==> config.mk <==
export PLATFORM = sky130hd
export DESIGN_NAME = mux_nx1_rr_reg
export DESIGN_NICKNAME = d
export VERILOG_FILES = /design/src/rtl/mux_nx1_rr_reg_pkg.sv /design/src/rtl/mux_nx1_rr_reg_arbiter.sv /design/src/rtl/mux_nx1_rr_reg.sv
export SDC_FILE = /design/constraint.sdc
export NUM_CORES = 1
export LEC_CHECK = 0
export CAP_MARGIN = 10
export CORE_MARGIN = 4
export CORE_UTILIZATION = 29
export DETAILED_ROUTE_END_ITERATION = 6
export GPL_TIMING_DRIVEN = 0
export PLACE_DENSITY = 0.69
export SLEW_MARGIN = 20
export SYNTH_ARGS = -nofsm -noshare
export SYNTH_HDL_FRONTEND = slang
export SYNTH_HIERARCHICAL = 1
export SYNTH_SLANG_ARGS = --single-unit
==> constraint.sdc <==
create_clock -name clk -period 2.7 [get_ports clk]
set_input_delay 0.405 -clock clk [delete_from_list [all_inputs] [get_ports clk]]
set_output_delay 0.405 -clock clk [all_outputs]
set_load 0.01 [all_outputs]
==> src/rtl/mux_nx1_rr_reg_pkg.sv <==
// Shared constants for the N:1 registered arbitrating multiplexer.
// Holds the mode encodings and the stall-counter width used by the
// optional MUX_NX1_STALL_CNT_EN build.
package mux_nx1_rr_reg_pkg;

  // Arbitration mode encodings driven on the mode input.
  localparam logic MODE_RR    = 1'b0;
  localparam logic MODE_FIXED = 1'b1;

  // Width of the optional output-stall counter.
  localparam int STALL_CNT_W = 16;

endpackage

==> src/rtl/mux_nx1_rr_reg_arbiter.sv <==
// rr_arbiter_nx1: purely combinational N-way arbiter.
// Round-robin mode searches upward from ptr (wrapping modulo N); fixed
// mode always searches from channel 0, so the lowest-index request wins.
// Outputs a one-hot grant, the binary index of the winner and any_grant.
module rr_arbiter_nx1
  import mux_nx1_rr_reg_pkg::*;
#(
  parameter int N = 4
) (
  input  logic [N-1:0]         req,
  input  logic [$clog2(N)-1:0] ptr,
  input  logic                 mode,
  output logic [N-1:0]         grant,
  output logic [$clog2(N)-1:0] grant_idx,
  output logic                 any_grant
);

  localparam int SELW = $clog2(N);

  int start_idx;

  // Search origin: the pointer in round-robin mode, channel 0 in fixed mode.
  // A pointer outside 0..N-1 cannot be produced by the top, but fall back to
  // 0 so the search stays well defined for any input value.
  always_comb begin
    start_idx = 0;
    if (mode == MODE_RR && int'(ptr) < N) begin
      start_idx = int'(ptr);
    end
  end

  // Pick the requesting channel at the smallest wrapped distance from the
  // origin. Scanning distance in the outer loop keeps every bit select on a
  // loop constant, so the logic flattens into a plain priority network.
  always_comb begin
    grant     = '0;
    grant_idx = '0;
    any_grant = 1'b0;
    for (int d = 0; d < N; d++) begin
      for (int c = 0; c < N; c++) begin
        if (!any_grant && req[c] && (((c - start_idx) + N) % N) == d) begin
          grant[c]  = 1'b1;
          grant_idx = SELW'(c);
          any_grant = 1'b1;
        end
      end
    end
  end

endmodule

==> src/rtl/mux_nx1_rr_reg.sv <==
// mux_nx1_rr_reg: N-input, WIDTH-bit registered multiplexer with built-in
// round-robin / fixed-priority arbitration and valid/ready on every side.
// One beat per cycle, one cycle from in_ready pulse to out_valid.
// Optional build macro MUX_NX1_STALL_CNT_EN adds a saturating counter of
// output stall cycles (stall_cnt) with a synchronous clear (stall_clr).
module mux_nx1_rr_reg
  import mux_nx1_rr_reg_pkg::*;
#(
  parameter int WIDTH = 32,
  parameter int N     = 4
) (
  input  logic                   clk,
  input  logic                   rst_n,
  input  logic                   mode,
  input  logic [N*WIDTH-1:0]     in_data,
  input  logic [N-1:0]           in_valid,
  output logic [N-1:0]           in_ready,
  output logic [WIDTH-1:0]       out_data,
  output logic                   out_valid,
  input  logic                   out_ready,
  output logic [$clog2(N)-1:0]   out_sel
`ifdef MUX_NX1_STALL_CNT_EN
  ,
  output logic [STALL_CNT_W-1:0] stall_cnt,
  input  logic                   stall_clr
`endif
);

  localparam int SELW = $clog2(N);

  logic [WIDTH-1:0] out_data_reg;
  logic             out_valid_reg;
  logic [SELW-1:0]  out_sel_reg;
  logic [SELW-1:0]  ptr_reg;
  logic [SELW-1:0]  ptr_next;

  logic             load;
  logic             take;
  logic [N-1:0]     arb_grant;
  logic [SELW-1:0]  arb_idx;
  logic             arb_any;
  logic [WIDTH-1:0] masked_data [N];
  logic [WIDTH-1:0] sel_data;

  // The output register can accept a new beat when empty or being drained.
  assign load = !out_valid_reg || out_ready;
  assign take = load && arb_any;

  rr_arbiter_nx1 #(
    .N (N)
  ) u_arb (
    .req       (in_valid),
    .ptr       (ptr_reg),
    .mode      (mode),
    .grant     (arb_grant),
    .grant_idx (arb_idx),
    .any_grant (arb_any)
  );

  // Grant is only advertised upstream when the output register can take it,
  // so a stalled output holds every channel off.
  assign in_ready = load ? arb_grant : '0;

  // AND-OR data select: each channel is gated by its one-hot grant bit.
  generate
    for (genvar gi = 0; gi < N; gi++) begin : g_mask
      assign masked_data[gi] = in_data[gi*WIDTH +: WIDTH] & {WIDTH{arb_grant[gi]}};
    end
  endgenerate

  // OR-reduce the gated channels into the selected beat.
  always_comb begin
    sel_data = '0;
    for (int k = 0; k < N; k++) begin
      sel_data = sel_data | masked_data[k];
    end
  end

  // Next round-robin pointer: one past the winner, wrapping N-1 -> 0.
  // Frozen in fixed-priority mode and whenever nothing is granted.
  always_comb begin
    ptr_next = ptr_reg;
    if (take && mode == MODE_RR) begin
      if (arb_idx == SELW'(N - 1)) begin
        ptr_next = '0;
      end else begin
        ptr_next = arb_idx + SELW'(1);
      end
    end
  end

  // Output register and pointer; reset discards any in-flight beat at once.
  always_ff @(posedge clk or negedge rst_n) begin
    if (!rst_n) begin
      out_data_reg  <= '0;
      out_valid_reg <= 1'b0;
      out_sel_reg   <= '0;
      ptr_reg       <= '0;
    end else begin
      if (load) begin
        if (arb_any) begin
          out_data_reg  <= sel_data;
          out_sel_reg   <= arb_idx;
          out_valid_reg <= 1'b1;
        end else begin
          out_valid_reg <= 1'b0;
        end
      end
      ptr_reg <= ptr_next;
    end
  end

  assign out_data  = out_data_reg;
  assign out_valid = out_valid_reg;
  assign out_sel   = out_sel_reg;

`ifdef MUX_NX1_STALL_CNT_EN
  logic [STALL_CNT_W-1:0] stall_cnt_reg;

  // Count cycles where a beat waits on downstream; clear wins, saturate at max.
  always_ff @(posedge clk or negedge rst_n) begin
    if (!rst_n) begin
      stall_cnt_reg <= '0;
    end else if (stall_clr) begin
      stall_cnt_reg <= '0;
    end else if (out_valid_reg && !out_ready && stall_cnt_reg != '1) begin
      stall_cnt_reg <= stall_cnt_reg + STALL_CNT_W'(1);
    end
  end

  assign stall_cnt = stall_cnt_reg;
`endif

endmodule

* Yosys cells after proc, flatten, opt, wreduce, memory -nomap -nowiden
Cells that the tools add are included.
Widths: inputs -> output; s select.
** Word-level totals
- Bits of input ports :: 136
- Output and inout bits :: 39
- Logic and storage cells :: 147
- Register bits after elaboration :: 37
** Cells by class
- Bitwise gates (word level) :: 12
- Reductions and logical operators :: 59
- Eq/ne operators :: 13
- Mux-type cells :: 50
- Add/subtract/negate cells :: 9
** Operators by type and width (number)
- $add 32x4->32 const B :: 4
- $and 32x32->32 :: 4
- $logic_not 32->1 :: 4
- $or 32x32->32 :: 3
- $sub 3x32->32 const A :: 2
- $logic_and 1x1->1 :: 33
- $mux 1 :: 33
- $mux 2 :: 16
- $sub 1x32->32 const A :: 1
- $sub 2x32->32 const A :: 1
- $eq 3x3->1 const B :: 8
- $logic_not 1->1 :: 16
- $eq 3x2->1 const B :: 4
- $reduce_or 2->1 :: 4
- $and 1x1->1 :: 4
- $mux 4 :: 1
- $add 2x1->2 const B :: 1
- $eq 2x2->1 const B :: 1
- $reduce_and 2->1 :: 1
- $logic_or 1x1->1 :: 1
- $not 1->1 :: 1

* Longest topological paths before layout
- Depth in word-level cells :: 70
- Depth in mapped cells :: 10
- Mapped depth without buffers :: 8

* By module
Netlist, hierarchy kept.
** Modules (own cells, without submodules)
- mux_nx1_rr_reg :: sequential area each 925.9 sq um, cells each 208, times used 1, area each 2073.2 sq um
- rr_arbiter_nx1 :: sequential area each 0.0 sq um, cells each 56, times used 1, area each 376.6 sq um

* Worst setup path after synthesis
Ideal clock, no wire load.
- Path kind :: input port to output port
- Start point :: input port in_valid[2]
- End point :: output port in_ready[3]
- Path buffers :: 3
- Slack :: 0.586 ns
- Arrival time :: 1.709 ns
- Required time :: 2.295 ns
- Stages :: 8
- Cell sequence :: buf_6 nor4b_4 o21ai_2 a31o_2 o21ai_0 buf_2 buf_2 and2_1
** Between the ends
- Longest elaborated chain between the ends :: 56
- Elaborated cells on any way between the ends :: 59
- Those cells by class :: 18 x mux; 41 x reduce/logical
** RTL lines
- from (decl) :: RTL line mux_nx1_rr_reg.sv:16 : input logic [N-1:0] in_valid,
- $logic_and 1x1->1 (2 in a row) :: RTL line mux_nx1_rr_reg_arbiter.sv:41 : if (!any_grant && req[c] && (((c - start_idx) + N) % N) == d) begin
- $mux 1 :: RTL line mux_nx1_rr_reg_arbiter.sv:41
- $logic_not 1->1 :: RTL line mux_nx1_rr_reg_arbiter.sv:41
- $logic_and 1x1->1 (2 in a row) :: RTL line mux_nx1_rr_reg_arbiter.sv:41
- $mux 1 :: RTL line mux_nx1_rr_reg_arbiter.sv:41
- $logic_not 1->1 :: RTL line mux_nx1_rr_reg_arbiter.sv:41
- $logic_and 1x1->1 (2 in a row) :: RTL line mux_nx1_rr_reg_arbiter.sv:41
- $mux 1 :: RTL line mux_nx1_rr_reg_arbiter.sv:41
- [36 not listed]
- $logic_not 1->1 :: RTL line mux_nx1_rr_reg_arbiter.sv:41
- $logic_and 1x1->1 (2 in a row) :: RTL line mux_nx1_rr_reg_arbiter.sv:41
- $mux 1 :: RTL line mux_nx1_rr_reg_arbiter.sv:41
- $logic_not 1->1 :: RTL line mux_nx1_rr_reg_arbiter.sv:41
- $logic_and 1x1->1 (2 in a row) :: RTL line mux_nx1_rr_reg_arbiter.sv:41
- $mux 1 * :: RTL line mux_nx1_rr_reg_arbiter.sv:41
- named net arb_grant[3] :: RTL line mux_nx1_rr_reg.sv:39 : logic [N-1:0] arb_grant;
- $mux 4 * :: RTL line mux_nx1_rr_reg.sv:62 : assign in_ready = load ? arb_grant : '0;
- to (decl) :: RTL line mux_nx1_rr_reg.sv:17 : output logic [N-1:0] in_ready,
The timed path passes the listed nets; every way through them passes the cells marked *.

* Worst setup path in the final report
- Start point :: input port mode
- End point :: output port in_ready[2]
** Between the ends
- Longest elaborated chain between the ends :: 65
- Elaborated cells on any way between the ends :: 94
- Those cells by class :: 8 x add/sub; 11 x eq/ne; 20 x mux; 4 x bitwise; 51 x reduce/logical
** RTL lines
- from (decl) :: RTL line mux_nx1_rr_reg.sv:14 : input logic mode,
- $mux 2 * :: RTL line mux_nx1_rr_reg_arbiter.sv:27 : if (mode == MODE_RR && int'(ptr) < N) begin
- $sub 1x32->32 :: RTL line mux_nx1_rr_reg_arbiter.sv:41
- $add 32x4->32 :: RTL line mux_nx1_rr_reg_arbiter.sv:41
- $reduce_or 2->1 (no line)
- $and 1x1->1 (no line)
- $logic_not 32->1 :: RTL line mux_nx1_rr_reg_arbiter.sv:41
- $logic_and 1x1->1 :: RTL line mux_nx1_rr_reg_arbiter.sv:41
- $mux 1 :: RTL line mux_nx1_rr_reg_arbiter.sv:41
- [48 not listed]
- $logic_not 1->1 :: RTL line mux_nx1_rr_reg_arbiter.sv:41
- $logic_and 1x1->1 (2 in a row) :: RTL line mux_nx1_rr_reg_arbiter.sv:41
- $mux 1 :: RTL line mux_nx1_rr_reg_arbiter.sv:41
- $logic_not 1->1 :: RTL line mux_nx1_rr_reg_arbiter.sv:41
- $logic_and 1x1->1 (2 in a row) :: RTL line mux_nx1_rr_reg_arbiter.sv:41
- $mux 1 * :: RTL line mux_nx1_rr_reg_arbiter.sv:41
- named net arb_grant[2] :: RTL line mux_nx1_rr_reg.sv:39
- $mux 4 * :: RTL line mux_nx1_rr_reg.sv:62
Marked as above.

==> flow_summary.ini <==
[worst_setup_path]
critical_path_source_type = input port
regToRegStartpoint = ptr_reg[0]
worstPathMaxFanout = 15
worst_path_max_delay_cell = sky130_fd_sc_hd__o221a_2
worstPathCellList = dlygate4sd2_1 > buf_6 > and2b_2 > o21bai_2 > a32oi_1 > o221a_2 > buf_6 > and2_1 > dlygate4sd2_1
critPathLaunch = mode
cpPeakStageDelay_ns = 0.28
worst-setup-path-type = input port to output port
setup.worst_path.end_class = output port
cp.required_ns = 2.30
worst_ep_arrival_time_ns = 2.21

[clock_network]
cts_tree = yes
root_buffer = sky130_fd_sc_hd__clkbuf_8
clk-insertion-delay-late_ns = 0.29
cts_made_buffers = 5
cts_buffer_depth = 2
cts_clk_pin_slew_worst_paths_ns = 0.08
cts_max_level = 2
clock_sink_count = 37
postCtsHoldBufs = 0

[min_path]
hold_class = input port to async pin

[die]
placementRows = 33
top_level_ports = 175
core-area_sq_um = 8220
chipHeight_um = 99.9
overall_die_area_sq_um = 9980
initial_utilization = 0.298
chipWidth_um = 99.9

[yosys]
ys.warnings.count = 6
synth_xor_area_frac = 0.00358
yosys.cell_count.top_type = sky130_fd_sc_hd__a22oi_1
ys_top_cells_by_area = sky130_fd_sc_hd__dfrtp_1 (38%), sky130_fd_sc_hd__a22oi_1 (20%), sky130_fd_sc_hd__a31oi_1 (8.2%)
netlist_instances = 264
synth_enable_flop_cells = 0
synthSimpleGateAreaFrac = 0.0827
synth_cell_types = 40
syn-mean-instance-area_sq_um = 9.28
synth_top_area_cell = sky130_fd_sc_hd__dfrtp_1
synth_compound_gate_area_share = 0.411
synth_top_area_frac = 0.378
yosys.area_share.adder = 0.00511
mappedNetlistNets = 401
ys_dominant_reg_cell = sky130_fd_sc_hd__dfrtp_1
combinational_family_with_the_most_area_after_synthesis = compound AO/OA/AOI/OAI gates
mappedNetlistArea_sq_um = 2450
synth_commonest_cells = sky130_fd_sc_hd__a22oi_1 (64), sky130_fd_sc_hd__a21oi_1 (39), sky130_fd_sc_hd__dfrtp_1 (37)
synthArstFlopShare = 1.00
postSynthRegisterBits = 37
muxShareOfSynthArea = 0.0215
synth.yosys.seq_area_share = 0.378

[route]
iter_0_drt_violations = 114
drcViolationCount = 0
number_of_vias_per_cell = 5.46
routed_wirelength_mm = 10.4
firstDrtPassIters = 4
ant_nets = 0
dr_total_vias = 2994
detail_route.wl_per_cell_um = 19.0

[run]
cap_violations = 0

[layout]
area_growth_syn_to_layout_pct = 80.5
multi_input_area_sq_um = 1280
layout_filler_cell_count = 766
number_of_antenna_repair_diodes = 0
num-nets-final = 581
layout-drive-gt1-share = 0.117
finish.instance_area_sq_um = 4420
final-instance-count-excl-fill = 548
largest_reg_flops = 32
seq_area_sq_um = 926
post-route-util = 0.538

[placement]
place_inst = 542
place.gp.congestion = 0.880
placement.io_buffers = 172
placement.cell_area_sq_um = 4330
hpwl_mm = 7.83

[timing]
final_worst_path_period_need_ns = 2.61
worst_hold_slack_ns = 0.0678
final_hold_viol_count = 0
slew_viol_final = 0
relSlewSlack = 0.646
fin_worst_skew_ns = 0.00317
max_slew.worst_pin.slew_ns = 0.532
max_freq_ghz = 0.383
report.final.setup_viol = 0
rsz0062_at_grt = false
layout_worst_path_cycle_share = 0.968

[outcome]
run_status = finished, final reports clean

[power]
leakagePower_nw = 1.72
peak_supply_drop_mv = 0.363
power-per-cell-area_nw_per_um2 = 790

[global_route]
groute.usage.overall = 0.199
antenna_found_initial = 0
first_pass_grt_wire_length_mm = 15.9
gr-total-overflow = 0
grt_pass1_vias = 3164
grt_start_max_net_pins = 21
[cells in the final DEF (no fill, tap or decap), drive strengths merged, types with 2 or more instances in the layout]
cell type,count
and2b,2
nand3,2
a21oi,39
and2,5
clkdlybuf4s50,165
o21ai,7
a22oi,64
nand2b,2
buf,31
dlygate4sd2,6
nand2,6
o21bai,2
nor2,8
clkbuf,9
a31oi,32
mux2,4
dfrtp,37
inv,6
[what timing repair did]
action | CTS | global route
resized for setup | 12 | 1
pin swaps | 0 | 0
setup endpoints to repair | 4 | 1
buffers inserted | 4 | 0
[metal layers]
layer	GRT usage	wire length, um	up-vias
met1	0.239	4150	1442
met3	0.0521	902	20
met4	0.0662	248	0
met5	0	0	-
li1	-	-	1389
met2	0.346	5090	143
[path summary, 6_finish.rpt]
path	endpoint	slack [ns]	depth (start not counted)
worst max-delay path	in_ready[2]	0.09	9
worst min-delay path	out_data[22]	0.07	1
worst max register to register	out_data[14]	0.39	10
worst min register to register	ptr_reg[1]	0.54	1
max in group asynchronous	ptr_reg[0]	2.16	2
min in group clk	ptr_reg[1]	0.54	1
[cell type report]
| cell class | instances | share of cell area |
|---|---|---|
| Clock buffer | 5 | 0.0156 |
| Sequential cell | 37 | 0.209 |
| Inverter | 6 | 0.00509 |
| Tap cell | 105 | 0.0297 |
| Buffer | 29 | 0.0498 |
| Clock inverter | 1 | 0.00113 |
| Timing Repair Buffer | 177 | 0.399 |
| Multi-Input combinational cell | 188 | 0.290 |
[report_power, final]
group / switching, mW / internal [mW] / leakage, nW / total, mW
Combinational: 0.994 / 1.14 / 1.26 / 2.14
Sequential: 0.158 / 0.831 / 0.423 / 0.989
Clock: 0.197 / 0.170 / 0.0399 / 0.367
Total: 1.35 / 2.14 / 1.72 / 3.49
[through the flow]
step / setup slack, ns / total power, mW / setup TNS (ns)
after floorplan: 0.586 / 2.06 / 0
after global placement: -0.629 / 3.08 / -4.16
after detailed placement: -0.631 / 3.12 / -5.06
after CTS: 0.0638 / 3.51 / 0
after global routing: 0.00880 / 3.73 / 0
final: 0.0863 / 3.49 / 0
[cells by family after synthesis]
family / Yosys count
XOR/XNOR: 1
buffers and inverters: 39
AND/OR/NAND/NOR: 30
flip-flops: 37
AO/OA/AOI/OAI: 152
adder cells (fa/ha/maj): 1
multiplexers: 4
[worst max-delay path, delay by kind of cell]
family,cells,cell delay [ns]
AOI/OAI and AO/OA,3,0.56
buffers and inverters,4,0.84
and+or+nand+nor,2,0.38
Note: power is estimated with default switching activity, not from simulation.
